File: src/rtl/usadd_s2b_window.sv
`default_nettype none
// ============================================================================
// Module      : usadd_s2b_window
// Description : Stochastic-to-binary converter for the unipolar scaled adder.
//               Counts ones over a window of 2^BITWIDTH valid samples, scales
//               the count by the adder input count and offers the result on a
//               valid/ready handshake. Pulses a clear upstream at each window
//               start so the adder's Sobol sequence lines up with the window.
// Revision    : 1.0 - initial release
// ============================================================================
module usadd_s2b_window #(
    parameter int BITWIDTH    = 8,
    parameter int SCALE_SHIFT = 1
) (
    input  logic                            iClk,
    input  logic                            iRst,
    input  logic                            iBit,
    input  logic                            iBitVld,
    input  logic                            iStart,
    input  logic                            iCont,
    input  logic                            iAbort,
    input  logic                            iRdy,
    output logic                            oClr,
    output logic                            oBusy,
    output logic                            oVld,
    output logic [BITWIDTH:0]               oCnt,
    output logic [BITWIDTH+SCALE_SHIFT:0]   oSum
);

    localparam int CW = BITWIDTH + 1;
    localparam int SW = BITWIDTH + SCALE_SHIFT + 1;
    // Sample count just before the window-closing sample is taken.
    localparam logic [CW-1:0] C_LAST = CW'((1 << BITWIDTH) - 1);

    typedef enum logic [1:0] {
        S_IDLE = 2'd0,
        S_ACC  = 2'd1,
        S_DONE = 2'd2
    } state_t;

    state_t          r_state;
    logic [CW-1:0]   r_sampCnt;
    logic [CW-1:0]   r_oneCnt;
    logic [CW-1:0]   w_oneNext;
    logic [SW-1:0]   w_sumNext;

    // Ones count including the current sample, and its scaled form.
    assign w_oneNext = r_oneCnt + {{BITWIDTH{1'b0}}, iBit};
    assign w_sumNext = SW'(w_oneNext) << SCALE_SHIFT;

    // Window FSM: accumulation, result capture, handshake and upstream clear.
    always_ff @(posedge iClk or posedge iRst) begin
        if (iRst) begin
            r_state   <= S_IDLE;
            r_sampCnt <= '0;
            r_oneCnt  <= '0;
            oClr      <= 1'b0;
            oBusy     <= 1'b0;
            oVld      <= 1'b0;
            oCnt      <= '0;
            oSum      <= '0;
        end else if (iAbort) begin
            // Abort wins over everything but reset; the last result is kept.
            r_state   <= S_IDLE;
            r_sampCnt <= '0;
            r_oneCnt  <= '0;
            oClr      <= 1'b0;
            oBusy     <= 1'b0;
            oVld      <= 1'b0;
        end else begin
            case (r_state)
                S_IDLE: begin
                    oClr <= 1'b0;
                    if (iStart) begin
                        r_state   <= S_ACC;
                        r_sampCnt <= '0;
                        r_oneCnt  <= '0;
                        oClr      <= 1'b1;
                        oBusy     <= 1'b1;
                    end
                end

                S_ACC: begin
                    oClr <= 1'b0;
                    // While oClr is high the upstream RNG is still stale, so
                    // samples in that cycle are dropped.
                    if (!oClr && iBitVld) begin
                        r_sampCnt <= r_sampCnt + CW'(1);
                        r_oneCnt  <= w_oneNext;
                        if (r_sampCnt == C_LAST) begin
                            r_state <= S_DONE;
                            oVld    <= 1'b1;
                            oCnt    <= w_oneNext;
                            oSum    <= w_sumNext;
                        end
                    end
                end

                S_DONE: begin
                    oClr <= 1'b0;
                    if (oVld && iRdy) begin
                        oVld      <= 1'b0;
                        r_sampCnt <= '0;
                        r_oneCnt  <= '0;
                        if (iCont) begin
                            r_state <= S_ACC;
                            oClr    <= 1'b1;
                        end else begin
                            r_state <= S_IDLE;
                            oBusy   <= 1'b0;
                        end
                    end
                end

                default: begin
                    r_state <= S_IDLE;
                    oClr    <= 1'b0;
                    oBusy   <= 1'b0;
                    oVld    <= 1'b0;
                end
            endcase
        end
    end

endmodule
`default_nettype wire

File: config.mk
export PLATFORM = sky130hd
export DESIGN_NAME = usadd_s2b_window
export DESIGN_NICKNAME = d
export VERILOG_FILES = /design/src/rtl/usadd_s2b_window.sv
export SDC_FILE = /design/constraint.sdc
export NUM_CORES = 1
export LEC_CHECK = 0
export BUFFER_PORTS_ARGS = -buffer_cell sky130_fd_sc_hd__buf_2
export CORE_ASPECT_RATIO = 2
export CORE_MARGIN = 2
export CORE_UTILIZATION = 45
export DETAILED_ROUTE_END_ITERATION = 6
export PLACE_DENSITY = 0.64
export SLEW_MARGIN = 20
export SYNTH_ARGS = -nofsm -noshare
export SYNTH_HDL_FRONTEND = slang
export SYNTH_SLANG_ARGS = --single-unit
File: constraint.sdc
create_clock -name iClk -period 3.35 [get_ports iClk]
set_input_delay 0.1675 -clock iClk [delete_from_list [all_inputs] [get_ports iClk]]
set_output_delay 0.1675 -clock iClk [all_outputs]
set_load 0.05 [all_outputs]
==> results of run 1 <==
-- worst max-delay path: cells and delay by family, from the launching register on --
kind / cells / cell delay, ns
AND/OR/NAND/NOR: 3 / 1.11
multiplexers: 1 / 0.38
flip-flops: 1 / 0.38
adder cells (fa/ha/maj): 2 / 0.37
buffers and inverters: 1 / 0.09
-- state kept, by name (all words and copies together), names as in the netlist --
| register | count |
|---|---|
| oVld | 1 |
| r_state | 2 |
| r_oneCnt | 9 |
| oClr | 1 |
| oCnt | 9 |
| r_sampCnt | 9 |
| oBusy | 1 |
-- cell type report --
class                   count  area, um^2
fillers                   423        1990
multi-input cells         130         900
flip-flops and latches     32         801
repair buffers             31         165
clock buffers               5        68.8
well taps                  52        65.1
inverters                  14        52.6
-- synth_stat cells, drive strengths merged, types with 2 or more instances --
cell type / n / share of area
o211ai: 10 / 0.048
a31oi: 9 / 0.030
ha: 4 / 0.027
clkbuf: 8 / 0.017
or3b: 6 / 0.028
mux2: 3 / 0.018
nand2b: 3 / 0.010
buf: 13 / 0.049
mux2i: 4 / 0.021
o21ai: 8 / 0.021
nand3b: 2 / 0.0080
dfrtp: 32 / 0.43
nor2: 3 / 0.0060
inv: 14 / 0.028
nand3: 9 / 0.024
nand4: 5 / 0.017
nor3b: 2 / 0.0080
nand2: 7 / 0.014
o31ai: 2 / 0.0080
nand4b: 3 / 0.017
xnor2: 3 / 0.014
and3: 2 / 0.0067
a21oi: 20 / 0.053
or4: 5 / 0.020
or3: 6 / 0.020
-- path summary, 6_finish.rpt --
kind	endpoint	slack (ns)	depth (start not counted)
max	oCnt[1]$_DFFE_PP0P_	0.91	7
max in group asynchronous	oCnt[7]$_DFFE_PP0P_	2.55	4
min reg2reg	r_oneCnt[0]$_DFFE_PP0P_	0.53	2
min	oBusy$_DFFE_PP0P_	0.18	3
max reg2reg	oCnt[1]$_DFFE_PP0P_	0.91	7
min in group asynchronous	r_sampCnt[7]$_DFFE_PP0P_	0.50	4
-- power by group --
part	switching [mW]	leakage [nW]	internal [mW]
Sequential	0.0111	0.443	0.395
Clock	0.126	0.0359	0.134
Combinational	0.0670	0.436	0.0327
-- metal layers --
layer  GRT usage  part of all wire  vias up
met5           0                 0        -
met3      0.0408             0.027        9
met4       0.102             0.021        0
met1       0.211              0.41      763
li1            -                 -      749
met2       0.341              0.54       26
-- kinds of logic (layout without fill, tap and decap cells) --
kind of cell | Yosys count | count (layout) | synth area share
and+or+nand+nor | 61 | 61 | 0.213
AOI/OAI and AO/OA | 54 | 54 | 0.183
buffers and inverters | 35 | 50 | 0.0943
DFF | 32 | 32 | 0.428
muxes | 7 | 7 | 0.0394
adders and majority gates | 4 | 4 | 0.0267
xor gates and xnor gates | 3 | 3 | 0.0140
other | 1 | 1 | 0.00200
==> summary.txt, run 1 <==
Setup path
  – Reg2reg start: r_sampCnt[1]$_DFFE_PP0P_
  – Data required, critical path: around 3.5 ns
  – Worst path max stage delay: ~0.45 ns
  – Critical path class: reg2reg
  – CP dominant cell by count: ha_1
  – Worst Path Arrival: roughly 2.6 ns
  – Worst Path Max Fanout: 10
  – Crit path launch: r_sampCnt[1]$_DFFE_PP0P_
  – Worst-path cell chain: ha_1 > inv_1 > nor3_1 > ha_1 > and3b_1 > and2_1 > mux2_2
  – Max stage delay cell, worst path: and2_1
  – Startpoint types: register
  – Worst setup EP type: register

Placed design
  – Placed insts: 258
  – Dpl ws: just over 0.9 ns
  – IO buf count: 28
  – Area after DPL: around 2000 um^2
  – Detailed placement HPWL: ~2900 um
  – RD Place Congestion: just under 0.8

Power
  – Overall Power: between 0.7 and 0.8 mW
  – P per Cell Area: around 370 nW/um^2
  – Leak pwr: between 0.9 and 1 nW
  – VDD IR max: 0.000303 V

Finish
  – Highest-count cells in the layout ignoring fill and taps: dfrtp_1, buf_2, a21oi_1
  – Nets: between 200 and 250
  – Final Util: 0.507
  – Ant. Diodes: 0
  – Design area: 2050 um^2
  – Post-route non-filler standard cell count: 264
  – Most common cell after layout, fill and taps aside: dfrtp_1
  – Layout cells sized above 1: 0.236
  – Syn-to-layout area delta: 9.63%

Hold path
  – Path type of the worst min-delay path: in2reg
  – Hold Path Origin: iCont

Clock tree
  – # clock sinks: 32
  – # H-tree levels: 2
  – Root Driver: clkbuf_8
  – Clock slew at reported path FFs: 0.06 ns
  – Skew-Pair Late Insertion Delay: 0.28 ns
  – Clk buf depth: 2
  – Postcts setup bufs: 0
  – Post-CTS sizing: 0
  – CTS tree: built
  – CTS Buf Count: 5
  – Hold_buf cts: 1

Routing
  – Antenna Nets Post-Route: 0
  – DRT Wirelength: 4050 um
  – Vias: around 1500
  – Number of remaining DRC errors: 0
  – Pre-Repair DR Iteration Count: 4
  – Drt wl/cell: around 15 um
  – DR iter-0 viols: 28
  – Via-to-Cell Ratio: around 5.9

Logic synthesis
  – Post-synth ARST share: 1.00
  – Most used DFF post-synth: dfrtp_1
  – Syn avg cell area: 9.50 um^2
  – Post-synthesis cell count: between 150 and 200
  – Cell Area, Synth: 1870 um^2
  – Yosys warning total: 0
  – Register bit count reported by yosys: 32
  – Post-Syn Nets: between 200 and 250
  – Share of the yosys chip area belonging to registers: 0.428
  – Netlist cell types: 44
  – EDFF count, synth: 0

STA
  – Max-slew violation count: 0
  – Worst Skew: around 0.0054 ns
  – Slew HR: 0.659
  – Final hold vios: 0
  – Max Fclk: 0.411 GHz
  – Tcrit/Tclk final: 0.727
  – Post-layout min period: about 2.4 ns
  – Final WS setup: slightly above 0.9 ns
  – Final setup vio count: 0
  – Hold_ws: roughly 0.18 ns
  – RSZ-0062 raised after global routing: no
  – Worst-Margin Slew: between 0.5 and 0.6 ns
  – Setup_tns: 0 ns

Floorplan
  – Chip height: roughly 95 um
  – Core Rows: 33
  – Num ports: 30
  – Initial Util: 0.463
  – Placeable Area: around 4000 um^2
  – Die area: 4720 um^2
  – Die Width: 49.6 um

GRT
  – Total track usage: 0.192
  – Largest net degree at the start of global routing: 33
  – Remaining Overflow, GRT: 0
  – Initial antenna violation count: 0
  – First-pass GRT wire length: 6990 um
  – Vias in the first global route: about 1600

Job
  – Max Cap Viol: 0

Outcome
  – Outcome: completed
Power figures use the tool's default switching activity.
==> inputs of run 2 (changes only) <==
--- a/config.mk
+++ b/config.mk
@@ -5,12 +5,13 @@
 export SDC_FILE = /design/constraint.sdc
 export NUM_CORES = 1
 export LEC_CHECK = 0
+export ABC_AREA = 1
 export BUFFER_PORTS_ARGS = -buffer_cell sky130_fd_sc_hd__buf_2
 export CORE_ASPECT_RATIO = 2
 export CORE_MARGIN = 2
 export CORE_UTILIZATION = 45
 export DETAILED_ROUTE_END_ITERATION = 6
-export PLACE_DENSITY = 0.64
+export PLACE_DENSITY = 0.67
 export SLEW_MARGIN = 20
 export SYNTH_ARGS = -nofsm -noshare
 export SYNTH_HDL_FRONTEND = slang
==> constraint.sdc (replaced) <==
create_clock -name iClk -period 2 [get_ports iClk]
set_input_delay 0.1 -clock iClk [delete_from_list [all_inputs] [get_ports iClk]]
set_output_delay 0.1 -clock iClk [all_outputs]
set_load 0.05 [all_outputs]
==> run 2 against run 1 <==
Net effect: largest power group unchanged; total power is 72% higher; maximum frequency is 37% higher; clock power is 79% higher; combinational power is 79% higher; highest routed layer unchanged; non-clock buffer count stayed put; core utilization is 1.7 points higher.
==> summary.txt, run 2 <==
Finish
  – Final Util: 0.524
  – Design area: between 2000 and 2500 um^2
  – Syn-to-layout area delta: 11.8%
  – Fill count: between 400 and 500
  – Ant. Diodes: 0
  – Highest-count cells in the layout ignoring fill and taps: nand2_1, dfrtp_1, buf_2
  – Layout cells sized above 1: 0.203
  – Most common cell after layout, fill and taps aside: nand2_1
  – Largest regs: oCnt (9), r_oneCnt (9), r_sampCnt (9)
  – Nets: 273

Floorplan
  – Core Rows: 32
  – Chip height: ~94 um
  – Initial Util: 0.469
  – Placeable Area: just under 4000 um^2
  – Die area: about 4600 um^2
  – Num ports: 30
  – Die Width: between 40 and 50 um

Logic synthesis
  – Post-synth ARST share: 1.00
  – Most common library cells after synthesis: nand2_1, dfrtp_1, inv_1, nor2_1, nand3_1
  – Top cell type's share of synthesized area: 0.444
  – Netlist cell types: 24
  – Most used DFF post-synth: dfrtp_1
  – Post-synthesis cell count: approximately 240
  – Syn avg cell area: ~7.7 um^2
  – Yosys warning total: 0
  – Most frequent cell after synthesis: nand2_1
  – Yosys top cell by area: dfrtp_1
  – Register bit count reported by yosys: 32
  – Cell Area, Synth: 1800 um^2
  – Share of the yosys chip area belonging to registers: 0.444
  – EDFF count, synth: 0
  – Post-Syn Nets: approximately 250
  – Synth top area cells: dfrtp_1, nand2_1, inv_1, buf_4, nand3_1

STA
  – Final setup vio count: 0
  – Max-slew violation count: 0
  – Worst Skew: ~0.0076 ns
  – Tcrit/Tclk final: 0.887
  – Setup_tns: 0 ns
  – RSZ-0062 raised after global routing: no
  – Post-layout min period: roughly 1.8 ns
  – Max Fclk: 0.563 GHz
  – Final hold vios: 0

Placed design
  – RD Place Congestion: 0.869
  – Area after DPL: ~1900 um^2
  – Detailed placement HPWL: about 2900 um
  – IO buf count: 28

Routing
  – Antenna Nets Post-Route: 0
  – Met2 wire len: 2100 um
  – DRT Wirelength: about 3700 um
  – DR iter-0 viols: 38
  – Pre-Repair DR Iteration Count: 4
  – Drt wl/cell: between 10 and 15 um
  – Wire length on met1: between 1000 and 1500 um
  – Vias: approximately 1500
  – Number of remaining DRC errors: 0
  – WL met3: approximately 76 um
  – Via-to-Cell Ratio: between 4 and 5
  – Top sig layer: met4

Clock tree
  – # H-tree levels: 2
  – # clock sinks: 32
  – Postcts setup bufs: 0
  – Clk buf depth: 2
  – Clock slew at reported path FFs: 0.07 ns
  – CTS tree: built
  – Root Driver: clkbuf_8
  – CTS Buf Count: 5
  – Skew-Pair Late Insertion Delay: roughly 0.28 ns

GRT
  – Total track usage: 0.183
  – Largest net degree at the start of global routing: 33
  – Remaining Overflow, GRT: 0
  – First-pass GRT wire length: between 6000 and 7000 um
  – Vias in the first global route: between 1000 and 1500
  – Initial antenna violation count: 0

Setup path
  – Critical path class: reg2reg
  – Crit path buf inv count: 2
  – Worst Path Arrival: 1.93 ns
  – Max stage delay cell, worst path: dfrtp_1
  – Worst Path Max Fanout: 14
  – Worst path max stage delay: around 0.38 ns
  – Startpoint types: register
  – Worst setup EP type: register
  – Data required, critical path: 2.15 ns
  – Reg2reg setup slack: 0.23 ns
  – Worst-path cell chain: ha_1 > nand2_1 > nor3_1 > ha_1 > inv_1 > nor3_4 > inv_2 > nand2_1 > o21ai_0
  – Largest delay share family, worst path: simple AND/OR/NAND/NOR gates

Power
  – P per Cell Area: 655 nW/um^2
  – VDD IR max: about 0.00067 V
  – Leak pwr: roughly 1.1 nW

Hold path
  – Path type of the worst min-delay path: in2reg

Outcome
  – Outcome: completed

Job
  – Max Cap Viol: 0
run 2: what timing repair did:
| item | in CTS | in global routing |
|---|---|---|
| gates resized for setup | 0 | 1 |
| hold buffers | 1 | 0 |
| setup endpoints to repair | 0 | 1 |
| endpoints found under the hold margin | 32 | 0 |
run 2: per-layer routing:
metal	vias to the layer above	GRT usage
li1	765	-
met1	686	0.183
met2	14	0.346
met3	9	0.0304
met4	0	0.107
met5	-	0
run 2: area by class of cell:
cell class	instances	area [um^2]	area share
Sequential cell	32	801	0.397
Multi-Input combinational cell	161	796	0.395
Timing Repair Buffer	31	165	0.0819
Tap cell	51	63.8	0.0317
Clock buffer	6	72.6	0.0360
Clock inverter	1	5.00	0.00248
Inverter	30	113	0.0559
run 2: metrics by stage:
stage | power (mW) | std cells | setup slack [ns] | hold WS (ns)
3_3_place_gp | 0.867 | 304 | 0.255 | 0.208
6_report | 1.32 | 312 | 0.225 | 0.0494
4_1_cts | 1.34 | 312 | 0.193 | 0.0453
3_5_place_dp | 0.868 | 304 | 0.209 | 0.212
5_1_grt | 1.40 | 312 | 0.00562 | 0.0601
2_1_floorplan | 0.822 | 235 | 0.282 | 0.216
run 2: worst reg2reg max path, cell delays in order (launching register included):
cell     delay (ns)
dfrtp_1        0.38
ha_1           0.18
nand2_1        0.10
nor3_1         0.19
ha_1           0.17
inv_1          0.07
nor3_4         0.22
inv_2          0.16
nand2_1        0.09
o21ai_0        0.08
run 2: path summary, 6_finish.rpt:
path                                     startpoint                      end  cells past startpoint
hold reg to reg                   oBusy$_DFFE_PP0P_        oBusy$_DFFE_PP0P_                      2
hold / removal                               iStart        oBusy$_DFFE_PP0P_                      3
min in group asynchronous                      iRst        oBusy$_DFFE_PP0P_                      4
setup / recovery           r_sampCnt[0]$_DFFE_PP0P_      oCnt[4]$_DFFE_PP0P_                      9
max in group asynchronous                      iRst  r_oneCnt[7]$_DFFE_PP0P_                      4
setup reg to reg           r_sampCnt[0]$_DFFE_PP0P_      oCnt[4]$_DFFE_PP0P_                      9
run 2: cells by family (layout without fill, tap and decap cells):
family,after synthesis,after routing,share of synthesized area
flops,32,32,0.444
buf+inv,42,68,0.114
xor+xnor,6,6,0.0291
other cells,1,1,0.00208
simple gates,133,133,0.327
fa+ha+maj,4,4,0.0278
compound gates,17,17,0.0555
run 2: where the power goes:
part           internal (mW)  total, mW  switching (mW)
logic                 0.0451      0.178           0.133
clock network          0.236      0.465           0.229
registers              0.664      0.676          0.0122
==> inputs of run 3 (changes only) <==
--- a/config.mk
+++ b/config.mk
@@ -8,7 +8,7 @@
 export ABC_AREA = 1
 export BUFFER_PORTS_ARGS = -buffer_cell sky130_fd_sc_hd__buf_2
 export CORE_ASPECT_RATIO = 2
-export CORE_MARGIN = 2
+export CORE_MARGIN = 4
 export CORE_UTILIZATION = 45
 export DETAILED_ROUTE_END_ITERATION = 6
 export PLACE_DENSITY = 0.67
==> constraint.sdc (replaced) <==
create_clock -name iClk -period 1.5 [get_ports iClk]
set_input_delay 0.075 -clock iClk [delete_from_list [all_inputs] [get_ports iClk]]
set_output_delay 0.075 -clock iClk [all_outputs]
set_load 0.05 [all_outputs]
==> run 3 against run 2 <==
Net effect: the flow now finishes with violations (negative setup slack); largest cell class is now multi-input combinational cells; critical path type unchanged; sequential cell count is the same; first-iteration DRC count down 50%; die area rose by 13%; total power rose by 44%; final area rose by 11%; core utilization grew 5.1 points; global-route usage shrank 1.3 points; combinational power grew 75%; clock power grew 48%; routed wire length is 4.9% higher; register-to-register slack lost 0.28 ns; cell count is 5.1% higher.
==> summary.txt, run 3 (synthesis gave the netlist of run 2 again) <==
Clock tree
  – CTS Buf Count: 5
  – Skew-Pair Late Insertion Delay: 0.29 ns
  – # H-tree levels: 2
  – Root Driver: clkbuf_8
  – # clock sinks: 32
  – Clock slew at reported path FFs: around 0.070 ns
  – Clk buf depth: 2
  – CTS tree: built

Routing
  – Via-to-Cell Ratio: 4.72
  – DRT Wirelength: roughly 3900 um
  – Vias: ~1500
  – DR iter-0 viols: 19
  – Drt wl/cell: 11.8 um
  – Number of remaining DRC errors: 0
  – Pre-Repair DR Iteration Count: 4
  – Antenna Nets Post-Route: 0

Finish
  – Syn-to-layout area delta: 23.9%
  – Fill count: a little under 400
  – Ant. Diodes: 0
  – Nets: roughly 290
  – Most common cell after layout, fill and taps aside: nand2_1
  – Layout cells sized above 1: 0.321
  – Design area: about 2200 um^2
  – Highest-count cells in the layout ignoring fill and taps: nand2_1, dfrtp_1, buf_2
  – Final Util: 0.575
  – Largest regs: oCnt (9), r_oneCnt (9), r_sampCnt (9)

GRT
  – Total track usage: 0.171
  – Remaining Overflow, GRT: 0
  – First-pass GRT wire length: 6620 um
  – Vias in the first global route: between 1500 and 2000
  – Largest net degree at the start of global routing: 33
  – Initial antenna violation count: 0

STA
  – Setup_tns: -0.386 ns
  – Max Fclk: 0.642 GHz
  – Tcrit/Tclk final: 1.04
  – RSZ-0062 raised after global routing: yes
  – Max-slew violation count: 0
  – Final WS setup: -0.0569 ns
  – Final hold vios: 0
  – Worst Skew: ~0.0092 ns
  – Hold_ws: ~0.015 ns
  – Post-layout min period: approximately 1.6 ns
  – Final setup vio count: 9

Floorplan
  – Core Rows: 32
  – Placeable Area: ~4000 um^2
  – Initial Util: 0.464
  – Die area: 5140 um^2
  – Die Width: about 53 um
  – Chip height: about 98 um
  – Num ports: 30

Placed design
  – Area after DPL: a little over 2000 um^2
  – IO buf count: 28
  – RD Place Congestion: 0.817
  – Detailed placement HPWL: 2860 um

Job
  – Max Cap Viol: 0

Power
  – P per Cell Area: roughly 850 nW/um^2
  – Leak pwr: between 1 and 1.5 nW
  – VDD IR max: about 0.00066 V

Setup path
  – Worst Path Max Fanout: 14
  – Startpoint types: register
  – Critical path class: reg2reg
  – Worst Path Arrival: ~1.7 ns
  – Data required, critical path: between 1.5 and 2 ns
  – Worst setup EP type: register

Outcome
  – Outcome: complete, but fails checks
  – Failing checks: negative setup slack

Hold path
  – Path type of the worst min-delay path: in2reg
==> run 3: critical path: stages (launching register included) <==
cell     delay (ns)
dfrtp_1        0.35
ha_2           0.19
nand2_2        0.06
nor3_2         0.15
ha_2           0.19
inv_2          0.05
nor3_4         0.18
inv_4          0.13
nand2_1        0.07
o21ai_1        0.06
==> run 3: through the flow <==
stage	std cells	power [mW]	worst slack, ns
global route	328	2.00	-0.168
finish	328	1.90	-0.0569
global placement	316	1.20	-0.181
detailed placement	316	1.20	-0.184
floorplan	235	1.10	-0.142
CTS	325	1.91	-0.0583
==> run 3: final cells by class <==
class | count | area [um^2] | area share
Sequential cell | 32 | 803 | 0.359
Tap cell | 51 | 63.8 | 0.0286
Inverter | 30 | 115 | 0.0515
Multi-Input combinational cell | 161 | 866 | 0.387
Clock buffer | 6 | 82.6 | 0.0370
Timing Repair Buffer | 46 | 294 | 0.132
Clock inverter | 2 | 10.0 | 0.00448
==> run 3: what timing repair did <==
item | 4_1_cts | 5_1_grt
pin swaps | 0 | 4
setup endpoints to repair | 11 | 24
hold buffers | 1 | 0
endpoints found under the hold margin | 32 | 0
resized for setup | 7 | 16
setup buffers | 0 | 3
==> run 3: power breakdown <==
| part | total [mW] | internal, mW | switching [mW] | leakage [nW] |
|---|---|---|---|---|
| sequential | 0.900 | 0.885 | 0.0146 | 0.440 |
| clock | 0.690 | 0.366 | 0.325 | 0.0510 |
| combinational | 0.312 | 0.113 | 0.200 | 0.733 |
==> run 3: final timing paths <==
kind | startpoint | endpoint | slack (ns) | cells past startpoint
max reg2reg | r_sampCnt[0]$_DFFE_PP0P_ | oCnt[4]$_DFFE_PP0P_ | -0.06 | 9
max in group asynchronous | iRst | oVld$_DFFE_PP0P_ | 0.77 | 4
min | iStart | oBusy$_DFFE_PP0P_ | 0.02 | 3
min in group asynchronous | iRst | oBusy$_DFFE_PP0P_ | 0.41 | 4
min reg2reg | oBusy$_DFFE_PP0P_ | oBusy$_DFFE_PP0P_ | 0.49 | 2
max | r_sampCnt[0]$_DFFE_PP0P_ | oCnt[4]$_DFFE_PP0P_ | -0.06 | 9
==> run 3: routing by layer <==
metal  up-vias  share of wire  track usage
met5         -              0            0
met4         0          0.030       0.0984
met3         7          0.024       0.0307
met2        19           0.58        0.307
met1       722           0.37        0.171
li1        801              -            -
